File: src/rtl/operand_collector_if.sv
// operand_collector_if
//   Bundles the upstream byte handshake, the downstream frame handshake,
//   the flush control and the frame counter of operand_collector.
//
//   Handshake rule (both sides): a transfer happens on a rising clock edge
//   where valid and ready are both 1. A producer holds its data until that
//   edge. Ready never depends combinationally on valid.
//
//   Signals
//     i_flush      synchronous abort of a partially collected frame
//     i_valid      upstream byte valid
//     i_data[7:0]  upstream byte
//     o_ready      collector can take i_data this cycle
//     o_p0/1/2     collected operand bytes, arrival order
//     o_valid      o_p0..o_p2 hold a complete frame
//     i_ready      downstream accepts the frame
//     o_frame_cnt  frames handed downstream, modulo 256
//
//   Modports
//     slave   collector side
//     master  environment side (upstream producer + downstream consumer)
interface operand_collector_if;
  logic       i_flush;
  logic       i_valid;
  logic [7:0] i_data;
  logic       o_ready;
  logic [7:0] o_p0;
  logic [7:0] o_p1;
  logic [7:0] o_p2;
  logic       o_valid;
  logic       i_ready;
  logic [7:0] o_frame_cnt;

  modport slave (
    input  i_flush, i_valid, i_data, i_ready,
    output o_ready, o_p0, o_p1, o_p2, o_valid, o_frame_cnt
  );

  modport master (
    output i_flush, i_valid, i_data, i_ready,
    input  o_ready, o_p0, o_p1, o_p2, o_valid, o_frame_cnt
  );
endinterface

File: src/rtl/operand_collector.sv
// operand_collector
//   Gathers three consecutive upstream bytes into one 3-operand frame and
//   hands that frame downstream with a valid/ready handshake.
//
//   Ports
//     i_clk      single clock, rising edge
//     i_rst      asynchronous active-high reset
//     bus        operand_collector_if.slave (handshakes, data, flush, count)
//     dbg_state  current FSM state encoding (S_B0=0, S_B1=1, S_B2=2, S_OUT=3)
//
//   Behaviour
//     Bytes 0 and 1 are parked in staging registers. The edge that accepts
//     byte 2 loads all three output operands at once and raises o_valid, so
//     the outputs only ever show complete frames. The operands then hold
//     until the next byte-2 accept, through handoff and flush alike.
//     A flush returns to S_B0 and wins over any same-edge accept or handoff.
module operand_collector (
  input  logic                       i_clk,
  input  logic                       i_rst,
  operand_collector_if.slave         bus,
  output logic [1:0]                 dbg_state
);

  typedef enum logic [1:0] {
    S_B0  = 2'd0,
    S_B1  = 2'd1,
    S_B2  = 2'd2,
    S_OUT = 2'd3
  } state_t;

  state_t     state;
  logic [7:0] staging0;
  logic [7:0] staging1;
  logic [7:0] p0;
  logic [7:0] p1;
  logic [7:0] p2;
  logic       valid;
  logic [7:0] frame_cnt;

  // Byte accept uses only the registered state for ready, so there is no
  // combinational path from i_valid or i_ready to o_ready.
  logic ready;
  assign ready = (state != S_OUT);

  logic accept;
  logic handoff;
  assign accept  = bus.i_valid & ready;
  assign handoff = valid & bus.i_ready;

  always_ff @(posedge i_clk or posedge i_rst) begin
    if (i_rst) begin
      state     <= S_B0;
      staging0  <= 8'h00;
      staging1  <= 8'h00;
      p0        <= 8'h00;
      p1        <= 8'h00;
      p2        <= 8'h00;
      valid     <= 1'b0;
      frame_cnt <= 8'h00;
    end else if (bus.i_flush) begin
      // Abort: partial bytes are thrown away, a pending frame is dropped
      // without counting it, and the visible operands keep their values.
      state    <= S_B0;
      staging0 <= 8'h00;
      staging1 <= 8'h00;
      valid    <= 1'b0;
    end else begin
      case (state)
        S_B0: begin
          if (accept) begin
            staging0 <= bus.i_data;
            state    <= S_B1;
          end
        end
        S_B1: begin
          if (accept) begin
            staging1 <= bus.i_data;
            state    <= S_B2;
          end
        end
        S_B2: begin
          if (accept) begin
            // Third byte bypasses staging and lands straight in p2.
            p0    <= staging0;
            p1    <= staging1;
            p2    <= bus.i_data;
            valid <= 1'b1;
            state <= S_OUT;
          end
        end
        S_OUT: begin
          if (handoff) begin
            valid     <= 1'b0;
            frame_cnt <= frame_cnt + 8'd1;
            state     <= S_B0;
          end
        end
        default: begin
          state <= S_B0;
          valid <= 1'b0;
        end
      endcase
    end
  end

  assign bus.o_ready     = ready;
  assign bus.o_valid     = valid;
  assign bus.o_p0        = p0;
  assign bus.o_p1        = p1;
  assign bus.o_p2        = p2;
  assign bus.o_frame_cnt = frame_cnt;
  assign dbg_state       = state;

endmodule

File: src/flat_wrapper.sv
// flat-port wrapper written by rule: the top's interface ports become plain ports
module operand_collector_flat 
  (i_clk, i_rst, dbg_state, bus_i_flush, bus_i_valid, bus_i_data, bus_i_ready, bus_o_ready, bus_o_p0, bus_o_p1, bus_o_p2, bus_o_valid, bus_o_frame_cnt);
  operand_collector_if bus_i ();
  input  logic i_clk;
  input  logic i_rst;
  output logic [1:0] dbg_state;
  input wire logic [$bits(bus_i.i_flush)-1:0] bus_i_flush;
  input wire logic [$bits(bus_i.i_valid)-1:0] bus_i_valid;
  input wire logic [$bits(bus_i.i_data)-1:0] bus_i_data;
  input wire logic [$bits(bus_i.i_ready)-1:0] bus_i_ready;
  output wire logic [$bits(bus_i.o_ready)-1:0] bus_o_ready;
  output wire logic [$bits(bus_i.o_p0)-1:0] bus_o_p0;
  output wire logic [$bits(bus_i.o_p1)-1:0] bus_o_p1;
  output wire logic [$bits(bus_i.o_p2)-1:0] bus_o_p2;
  output wire logic [$bits(bus_i.o_valid)-1:0] bus_o_valid;
  output wire logic [$bits(bus_i.o_frame_cnt)-1:0] bus_o_frame_cnt;
  assign bus_i.i_flush = bus_i_flush;
  assign bus_i.i_valid = bus_i_valid;
  assign bus_i.i_data = bus_i_data;
  assign bus_i.i_ready = bus_i_ready;
  assign bus_o_ready = bus_i.o_ready;
  assign bus_o_p0 = bus_i.o_p0;
  assign bus_o_p1 = bus_i.o_p1;
  assign bus_o_p2 = bus_i.o_p2;
  assign bus_o_valid = bus_i.o_valid;
  assign bus_o_frame_cnt = bus_i.o_frame_cnt;
  operand_collector u_core (.i_clk(i_clk), .i_rst(i_rst), .bus(bus_i), .dbg_state(dbg_state));
endmodule
File: config.mk
export PLATFORM = sky130hd
export DESIGN_NAME = operand_collector_flat
export DESIGN_NICKNAME = d
export VERILOG_FILES = /design/src/rtl/operand_collector_if.sv /design/src/rtl/operand_collector.sv /design/src/flat_wrapper.sv
export SDC_FILE = /design/constraint.sdc
export NUM_CORES = 1
export LEC_CHECK = 0
export ABC_AREA = 1
export CORE_MARGIN = 3
export CORE_UTILIZATION = 45
export DETAILED_ROUTE_END_ITERATION = 7
export PLACE_DENSITY = 0.75
export SLEW_MARGIN = 20
export SYNTH_ARGS = -nofsm -noshare
export SYNTH_HDL_FRONTEND = slang
export SYNTH_SLANG_ARGS = --single-unit
File: constraint.sdc
create_clock -name i_clk -period 1.6 [get_ports i_clk]
set_input_delay 0.32 -clock i_clk [delete_from_list [all_inputs] [get_ports i_clk]]
set_output_delay 0.32 -clock i_clk [all_outputs]
set_load 0.01 [all_outputs]
==> results of run 1 <==
-- sequential cells by signal, indices dropped and copies added (netlist names) --
signal                  cells
u_core.bus.o_p1             8
u_core.dbg_state            2
u_core.bus.o_frame_cnt      8
u_core.bus.o_p0             8
u_core.staging0             8
u_core.staging1             8
u_core.bus.o_valid          1
u_core.bus.o_p2             8
-- cell families (layout without fill, tap and decap cells) --
kind of cell | after synthesis | in the layout | synth area share [%]
xor+xnor | 4 | 4 | 1.50
fa+ha+maj | 7 | 7 | 3.76
buf+inv | 49 | 113 | 9.56
simple gates | 106 | 106 | 19.5
flops | 51 | 51 | 54.8
compound gates | 43 | 43 | 10.9
-- repair_timing --
action                     CTS  global route
gates resized for setup      6             4
buffers inserted             6             3
pin swaps                    0             2
gates cloned                 0             0
setup endpoints to repair    9            30
-- routing by layer --
metal	up-vias	part of all wire, %	global-route usage [%]
met4	0	2.2	7.69
met5	-	0	0
met3	9	3.3	2.78
met1	856	45	21.1
met2	36	49	28.0
li1	926	-	-
-- how the worst max path moves through the flow --
stage,slack (ns),from,end,depth (start not counted)
2_1_floorplan,0.05,i_rst,u_core.bus.o_frame_cnt[0],1
3_3_place_gp,0.05,u_core.dbg_state[0],bus_o_ready,3
3_5_place_dp,0.01,bus_i_valid,u_core.staging0[4],4
4_1_cts,0.006,u_core.bus.o_frame_cnt[1],bus_o_frame_cnt[1],1
5_1_grt,0.005,u_core.dbg_state[0],u_core.bus.o_p0[1],8
6_report,0.05,u_core.bus.o_frame_cnt[0],bus_o_frame_cnt[0],1
-- area by class of cell --
type	count	area [um2]	share of cell area [%]
clock inverter	2	60.1	1.92
timing repair buffer	64	648	20.7
tap	67	83.8	2.68
inverter	41	154	4.92
clock buffer	6	72.6	2.32
sequential	51	1280	40.9
multi-input combinational	160	830	26.5
-- worst reg2reg max path, stage by stage (launching register included) --
cell and delay (ns):
dfrtp_2 0.45, ha_1 0.21, inv_1 0.12, nand2_2 0.12, o21ai_4 0.20, buf_12 0.15
nand2_1 0.05, o21ai_0 0.08
-- cell usage in the layout, fill, tap and decap left out, drive strengths merged --
| cell | n |
|---|---|
| buf | 17 |
| bufinv | 2 |
| clkbuf | 6 |
| clkdlybuf4s50 | 43 |
| dfrtp | 51 |
| dlygate4sd2 | 2 |
| dlymetal6s2s | 2 |
| ha | 7 |
| inv | 41 |
| nand2 | 76 |
| nand3 | 8 |
| nand3b | 1 |
| nand4 | 3 |
| nor2 | 18 |
| o21ai | 43 |
| xor2 | 4 |
-- stage by stage --
step                      cells  total power, mW  instance area (um2)  util [%]  hold WS (ns)
after floorplan             260             2.86                 2330         -         0.474
after global placement      374             3.75                 2900      59.8         0.465
after detailed placement    374             3.80                 2900      59.8         0.472
after CTS                   388             4.87                 3080      63.5         0.277
after global routing        391             5.20                 3130      64.5         0.314
final                       391             4.86                 3130      64.5         0.271
-- power by group --
| group | switching [mW] | total (mW) | internal (mW) |
|---|---|---|---|
| clock | 0.400 | 1.02 | 0.624 |
| combinational | 0.901 | 1.90 | 0.999 |
| sequential | 0.230 | 1.93 | 1.70 |
| total | 1.53 | 4.86 | 3.33 |
==> qor.yml, run 1 <==
status:
  status: "completed"
worst_setup_path:
  critPathBufInv: 1
  slowest_stage: "clkdlybuf4s50_1"
  endpoint_kind: "output port"
  r2r_cells: 7
  timing.rr.start: "u_core.dbg_state[0]"
  critPathTopFamily: "buffers and inverters"
  crit_arrival_ns: 1.23
  path_cells: "clkdlybuf4s50_1"
  crit_type: "flip-flop to output port"
  worstPathMaxFanout: 3
  ff2ff_setup_slack_ns: 0.14
  critPathLaunchType: "flip-flop"
  slowest_delay_ns: 0.55
  critPathRequiredTime_ns: 1.28
  r2r-end: "u_core.staging0[4]"
cts:
  cts_sinks: 51
  htreeDepth: 2
  holdBufCountCts: 0
  clkTransAtPathRegs_ns: 0.09
  clk_latency_ns: 0.30
  root_buffer: "clkbuf_8"
  clock_path_buffers: 2
  cts_buffers: 5
  cts_tree: "built"
global_routing:
  grt_max_degree: 49
  track_usage_pct: 16.7
  globalRouteOverflowTotal: 0
  grt_pass1_vias: 1772
  grt_pass1_wl_um: 8060
  antenna_found_initial: 0
cells_and_area:
  drive_gt1_share_pct: 12.3
  antennaDiodeCount: 0
  fillCellCount: 410
  areaGrowthSynthToFinish_pct: 34.2
  nets: 343
logic_synthesis:
  synthTopCellsByCount: "75 x nand2_1, 51 x dfrtp_1, 40 x inv_1"
  synth_ff_type: "dfrtp_1"
  synth.cell_area_mm2: 0.00233
  synth_top_area_share_pct: 54.8
  yosysTopAreaCell: "dfrtp_1"
  synth_fp_nets: 280
  ys_warn_count: 0
  synth_area_per_cell_um2: 8.96
  ys_seq_area_share_pct: 54.8
  async_flop_share_pct: 100
  synth.most_common_cell: "nand2_1"
  ys_types: 22
  syn_inst: 260
  synthTopCellsByArea: "dfrtp_1 55%, nand2_1 12%, o21ai_0 7.3%"
  ys_seq_elements: 51
  synth_edf_count: 0
timing:
  setup_tns_ns: 0
  fin_skew_ns: 0.00630
  period_share_pct: 96.9
  fmax_mhz: 645
  finalSetupViolCount: 0
  rsz0062_at_grt: "no"
  fin_crit_ns: 1.55
  tightestPinTransition_ns: 0.287
  slew_headroom_pct: 80.8
  drv_slew: 0
  fin_ws_ns: 0.0494
  hold_viol: 0
placed_design:
  gp_congestion: 0.869
  pre_cts_ws_ns: 0.00963
  io_buffers: 48
  dp_hpwl_um: 3390
floorplanning:
  initial_core_util_pct: 48.0
  die_x_um: 77.9
  die_h_um: 77.9
  die_area_mm2: 0.00607
  io_pins: 49
  row_count: 25
  coreArea_mm2: 0.00485
pwr:
  p_leak_nw: 1.56
  pwr_density_cell_mw_per_mm2: 1550
  irDropWorstVdd_mv: 0.785
routing:
  viasPerCell: 4.67
  drtIter0Drc: 92
  ant_nets: 0
  wl_um: 4690
  wire_per_inst_um: 12.0
  dr.pass1.iters: 6
  route.vias.total: 1827
  drc: 0
min_path:
  hp-class: "input port to asynchronous set/reset pin"
run:
  cap_violations: 0
Note: power is estimated with default switching activity, not from simulation.
==> inputs of run 2 (changes only) <==
--- a/config.mk
+++ b/config.mk
@@ -6,6 +6,7 @@
 export NUM_CORES = 1
 export LEC_CHECK = 0
 export ABC_AREA = 1
+export CAP_MARGIN = 20
 export CORE_MARGIN = 3
 export CORE_UTILIZATION = 45
 export DETAILED_ROUTE_END_ITERATION = 7
==> results of run 2 <==
The final DEF is identical to that of run 1; final timing and power are the same.
